**src/rtl/seg7_pkg.sv**
```systemverilog
// Shared constants for the 4-digit 7-segment scan controller.
// SEG_HEX holds gfedcba patterns with a '1' meaning the segment is lit.
package seg7_pkg;

  localparam int NUM_DIGITS = 4;
  localparam int PWM_STEPS  = 16;
  localparam int SEG_DP     = 7;

  localparam logic [6:0] SEG_HEX [0:15] = '{
    7'h3F, 7'h06, 7'h5B, 7'h4F, 7'h66, 7'h6D, 7'h7D, 7'h07,
    7'h7F, 7'h6F, 7'h77, 7'h7C, 7'h39, 7'h5E, 7'h79, 7'h71
  };

endpackage

```
**src/rtl/seg7_hex_decode.sv**
```systemverilog
// Combinational hex nibble to gfedcba segment pattern (active-high).
import seg7_pkg::*;

module seg7_hex_decode (
  input  logic [3:0] nibble,
  output logic [6:0] segs
);

  assign segs = SEG_HEX[nibble];

endmodule

```
**src/rtl/seg7_scan_ctrl.sv**
```systemverilog
// Time-multiplexed 4-digit 7-segment scan controller with per-slot PWM
// brightness, step-0 dead time and frame-boundary (tear-free) updates.
import seg7_pkg::*;

module seg7_scan_ctrl #(
  parameter int STEP_CYCLES     = 1000,
  parameter bit SEG_ACTIVE_LOW  = 1'b1,
  parameter bit DIG_ACTIVE_HIGH = 1'b1
) (
  input  logic        CLK,
  input  logic        RST,
  input  logic        wr_valid,
  output logic        wr_ready,
  input  logic [15:0] wr_data,
  input  logic [3:0]  wr_dp,
  input  logic [3:0]  wr_blank,
  input  logic [3:0]  brightness,
  output logic [7:0]  seg,
  output logic [3:0]  dig,
  output logic        frame_tick
);

  localparam int              CYC_W     = (STEP_CYCLES > 1) ? $clog2(STEP_CYCLES) : 1;
  localparam logic [CYC_W-1:0] CYC_LAST = CYC_W'(STEP_CYCLES - 1);
  localparam logic [3:0]      STEP_LAST = 4'(PWM_STEPS - 1);
  localparam logic [7:0]      SEG_OFF   = SEG_ACTIVE_LOW ? 8'hFF : 8'h00;
  localparam logic [3:0]      DIG_OFF   = DIG_ACTIVE_HIGH ? 4'h0 : 4'hF;

  logic [CYC_W-1:0] cyc;
  logic [3:0]       step;
  logic [1:0]       digit;
  logic             cyc_last;
  logic             step_last;
  logic             frame_end;

  logic             pending;
  logic [15:0]      pend_data;
  logic [3:0]       pend_dp;
  logic [3:0]       pend_blank;
  logic [15:0]      act_data;
  logic [3:0]       act_dp;
  logic [3:0]       act_blank;
  logic [3:0]       bright_q;
  logic             xfer;

  logic [3:0]       cur_nibble;
  logic [6:0]       cur_hex;
  logic [7:0]       seg_on;
  logic [3:0]       dig_onehot;
  logic             dig_en;
  logic [7:0]       seg_nxt;
  logic [3:0]       dig_nxt;

  assign cyc_last  = (cyc == CYC_LAST);
  assign step_last = (step == STEP_LAST);
  assign frame_end = cyc_last && step_last && (digit == 2'(NUM_DIGITS - 1));

  always_ff @(posedge CLK or posedge RST) begin
    if (RST) begin
      cyc   <= '0;
      step  <= '0;
      digit <= '0;
    end else if (cyc_last) begin
      cyc  <= '0;
      step <= step + 4'd1;
      if (step_last) begin
        digit <= digit + 2'd1;
      end
    end else begin
      cyc <= cyc + CYC_W'(1);
    end
  end

  // An accept can only happen with nothing pending, so it never collides
  // with a commit; an accept on the frame-end cycle waits for the next frame.
  assign xfer     = wr_valid && !pending;
  assign wr_ready = !pending;

  always_ff @(posedge CLK or posedge RST) begin
    if (RST) begin
      pending    <= 1'b0;
      pend_data  <= '0;
      pend_dp    <= '0;
      pend_blank <= '0;
      act_data   <= '0;
      act_dp     <= '0;
      act_blank  <= 4'hF;
    end else if (xfer) begin
      pending    <= 1'b1;
      pend_data  <= wr_data;
      pend_dp    <= wr_dp;
      pend_blank <= wr_blank;
    end else if (frame_end && pending) begin
      pending   <= 1'b0;
      act_data  <= pend_data;
      act_dp    <= pend_dp;
      act_blank <= pend_blank;
    end
  end

  always_ff @(posedge CLK or posedge RST) begin
    if (RST) begin
      bright_q <= '0;
    end else if (step == 4'd0 && cyc == '0) begin
      bright_q <= brightness;
    end
  end

  assign cur_nibble = act_data[{digit, 2'b00} +: 4];

  seg7_hex_decode u_hex (
    .nibble (cur_nibble),
    .segs   (cur_hex)
  );

  // Step 0 is the ghosting dead time: step >= 1 excludes it for any brightness.
  always_comb begin
    seg_on     = {act_dp[digit], cur_hex};
    dig_onehot = 4'b0001 << digit;
    dig_en     = (step != 4'd0) && (step <= bright_q) && !act_blank[digit];
    seg_nxt    = SEG_OFF;
    dig_nxt    = DIG_OFF;
    if (dig_en) begin
      seg_nxt = SEG_ACTIVE_LOW ? ~seg_on : seg_on;
      dig_nxt = DIG_ACTIVE_HIGH ? dig_onehot : ~dig_onehot;
    end
  end

  always_ff @(posedge CLK or posedge RST) begin
    if (RST) begin
      seg        <= SEG_OFF;
      dig        <= DIG_OFF;
      frame_tick <= 1'b0;
    end else begin
      seg        <= seg_nxt;
      dig        <= dig_nxt;
      frame_tick <= frame_end;
    end
  end

endmodule

```
**config.mk**
```make
export PLATFORM = sky130hd
export DESIGN_NAME = seg7_scan_ctrl
export DESIGN_NICKNAME = d
export VERILOG_FILES = /design/src/rtl/seg7_pkg.sv /design/src/rtl/seg7_hex_decode.sv /design/src/rtl/seg7_scan_ctrl.sv
export SDC_FILE = /design/constraint.sdc
export NUM_CORES = 1
export LEC_CHECK = 0
export CORE_ASPECT_RATIO = 1.5
export CORE_MARGIN = 1.5
export CORE_UTILIZATION = 44
export CTS_BUF_LIST = sky130_fd_sc_hd__clkbuf_4 sky130_fd_sc_hd__clkbuf_8 sky130_fd_sc_hd__clkbuf_16
export DETAILED_ROUTE_END_ITERATION = 10
export GPL_TIMING_DRIVEN = 0
export PLACE_DENSITY = 0.65
export SLEW_MARGIN = 20
export SYNTH_ARGS = -nofsm -noshare
export SYNTH_HDL_FRONTEND = slang
export SYNTH_SLANG_ARGS = --single-unit
```
**constraint.sdc**
```tcl
create_clock -name CLK -period 3.4 [get_ports CLK]
set_input_delay 1.02 -clock CLK [delete_from_list [all_inputs] [get_ports CLK]]
set_output_delay 1.02 -clock CLK [all_outputs]
set_load 0.02 [all_outputs]
```
==> summary.md <==
| Metric | Value |
|---|---|
| WS Path Type | input pin to flop |
| Clock-pin slew on the worst setup and hold paths | 0.06 ns |
| CP required | between 3 and 4 ns |
| H-Tree Depth | 3 |
| Fin. max-slew vios | 0 |
| Tot Pwr | 2.23 mW |
| Final Hold Fails | 0 |
| Comb pwr share | under 10% |
| Post-synth EDFFs | 0 |
| IO buf count | 44 |
| Hold_ws | 0.486 ns |
| Die X | 79 um |
| Commonest non-fill, non-tap cell in the layout | dfrtp_1 |
| Vias per cell | 5.17 |
| Share of layout cells above drive strength 1 | between 20% and 30% |
| Net Sw Frac | about a fifth |
| Initial core utilization | 45.3% |
| Internal | around 1.8 mW |
| Post-synthesis compound-gate area fraction | approximately 4.6% |
| Routed WL | 6620 um |
| Finished layout cell area | roughly 4800 sq um |
| RSZ-0062 raised after global routing | no |
| Worst Setup Start Kind | input pin |
| Placement-stage cell area | ~4400 sq um |
| CTS buffer count | 9 |
| Hold buffers post-CTS | 0 |
| Vias in the first global route | approximately 2,400 |
| Initial antenna violation count | 0 |
| Net Switching | approximately 0.43 mW |
| Clock power frac | between 40% and 50% |
| Dpl ws | between 0.3 and 0.4 ns |
| Crit-path slowest cell | clkbuf_1 |
| Leakage | about 2.1 nW |
| DR WL/cell | ~15 um |
| Die Span Y | roughly 120 um |
| CP most frequent cell | clkbuf_1 |
| Area share of fa/ha/maj cells after synthesis | between 5 and 6% |
| Worst-Margin Slew | around 0.58 ns |
| Drt pass-1 iters | 4 |
| Largest net degree at the start of global routing | 51 |
| Status | completed |
| Max cap viols | 0 |
| Setup ws final | approximately 0.83 ns |
| First-pass GRT wire length | around 12,000 um |
| Main synth FF type | dfrtp_1 |
| Full die area | between 9000 and 10,000 sq um |
| Simple-gate share of the synthesized area | 7.29% |
| Nets | ~390 |
| Post-synth ARST share | 100% |
| XOR/XNOR Fraction of Synth Area | 2.99% |
| Placed cells | around 430 |
| Syn Area/Cell | ~14 sq um |
| CP arrival | around 2.8 ns |
| Final period util | 75.5% |
| Max stage delay on crit path | about 0.5 ns |
| Hold WC Path Type | flop to flop |
| DR vias | around 2,300 |
| Layout area overhead | 24.8% |
| Worst-path cell chain | clkdlybuf4s50_1, nor2b_1, clkbuf_1, clkbuf_1, mux2_2 |
| Root Buffer | clkbuf_16 |
| Min cycle time layout | 2.57 ns |
| Post-CTS Resized | 0 |
| Fmax | about 0.39 GHz |
| CP Max Fanout | 10 |
| CTS Sinks | between 80 and 90 |
| ANT cells | 0 |
| Post-synthesis sequential area ratio | 54.2% |
| Num rows | a little over 40 |
| Slew Limit Headroom | approximately 60% |
| Unique masters post-synth | 40 |
| Final Util | 56.6% |
| Clock buffer depth | 2 |
| Syn Nets | approximately 330 |
| HPWL Detailed | a little under 5000 um |
| YS warnings | 0 |
| RePlAce Congestion | around 0.76 |
| Pwr/cell area | between 400 and 500 nW/um^2 |
| Worst Skew | about 0.0097 ns |
| Mapped Area | about 3800 sq um |
| Max IR drop VDD | roughly 0.31 mV |
| Final non-filler cell total | 450 |
| DR iter-0 viols | slightly above 80 |
| Remaining Overflow, GRT | 0 |
| Gr usage total | 16.7% |
| Post-route DRC | 0 |
| Synthesized flop and latch total | 82 |
| Post CTS Setup Buffer Count | 0 |
| Worst-skew pair later-pin latency | ~0.34 ns |
| Worst setup EP type | flop |
| WP buf/inv | 3 |
| IO Pins | 45 |
| Setup TNS | 0 ns |
| Crit-path leading delay family | buffers and inverters |
| Mux contribution to synthesized area | 21.7% |
| CTS tree | yes |
| Final number of setup-violating endpoints | 0 |
| Core area | between 8000 and 9000 sq um |
| Main combinational cell family by area after synthesis | multiplexers |
| Cell count after synthesis | 282 |
| Most frequent cells in the layout | 70 x dfrtp_1, 44 x clkdlybuf4s50_1, 35 x mux2_2 |
| Reg power frac | between 40% and 50% |
| Final ANT Viol Nets | 0 |
## path summary, 6_finish.rpt
check                           slack [ns]  depth (start not counted)           end         from
worst min-delay path                  0.49                          1   act_data[0]  act_data[0]
worst min register to register        0.49                          1   act_data[0]  act_data[0]
max in group asynchronous             1.71                          3        seg[6]          RST
worst max register to register        1.17                          6        seg[4]     digit[0]
min in group asynchronous             1.05                          2       step[1]          RST
worst max-delay path                  0.83                          5  pend_data[6]     wr_valid
## registers in the layout, indices dropped and copies added, names as in the netlist, 2 cells and up
register	flops
step	4
act_dp	4
act_blank	4
bright_q	4
pend_dp	4
digit	2
pend_data	16
act_data	16
seg	8
dig	4
pend_blank	4
cyc	10
## cell type report
type / count / area (sq um)
plain buffers: 11 / 63.8
fillers: 744 / 3650
repair buffers: 45 / 468
well taps: 107 / 134
multi-input cells: 172 / 1620
clock inverters: 5 / 103
clock buffers: 11 / 240
inverters: 17 / 66.3
flip-flops and latches: 82 / 2070
## cells in the mapped netlist, drive strengths merged (2+ instances only)
cell	n	area (sq um)
clkbuf	5	18.8
nand3	6	30.0
dfstp	12	315
nand4	5	37.5
o21ai	5	25.0
xor2	7	61.3
a21oi	5	25.0
mux4	7	158
xnor2	6	52.6
buf	6	45.0
nor2	9	33.8
o221ai	3	26.3
dfrtp	70	1750
or3	2	12.5
o211ai	5	37.5
nand2	9	33.8
nor3	3	15.0
and2	6	37.5
mux2i	6	60.1
nor2b	2	12.5
mux2	54	608
inv	17	63.8
ha	18	225
and3	2	12.5
## metal layers
layer  up-vias  track usage (%)  wire length, um
met4         0             9.24              166
met5         -                0                0
li1       1108                -                -
met2        41             28.3             3470
met1      1166             19.8             2800
met3        13             3.49              183
## logic make-up (layout without fill, tap and decap cells)
family | count (synthesis) | after routing
AOI/OAI and AO/OA | 25 | 25
xor gates and xnor gates | 13 | 13
adders and majority gates | 18 | 18
buffers and inverters | 28 | 89
DFF | 82 | 82
muxes | 67 | 67
and+or+nand+nor | 49 | 49
## power by group through the flow
stage	clock network [mW]	registers, mW	logic (mW)
after floorplan	0	1.04	0.0489
after global placement	0	1.05	0.0898
after detailed placement	0	1.05	0.0971
after CTS	1.13	1.03	0.0975
after global routing	1.17	1.04	0.107
final	1.11	1.03	0.0944
No activity file was read; power rests on OpenSTA's default activity.
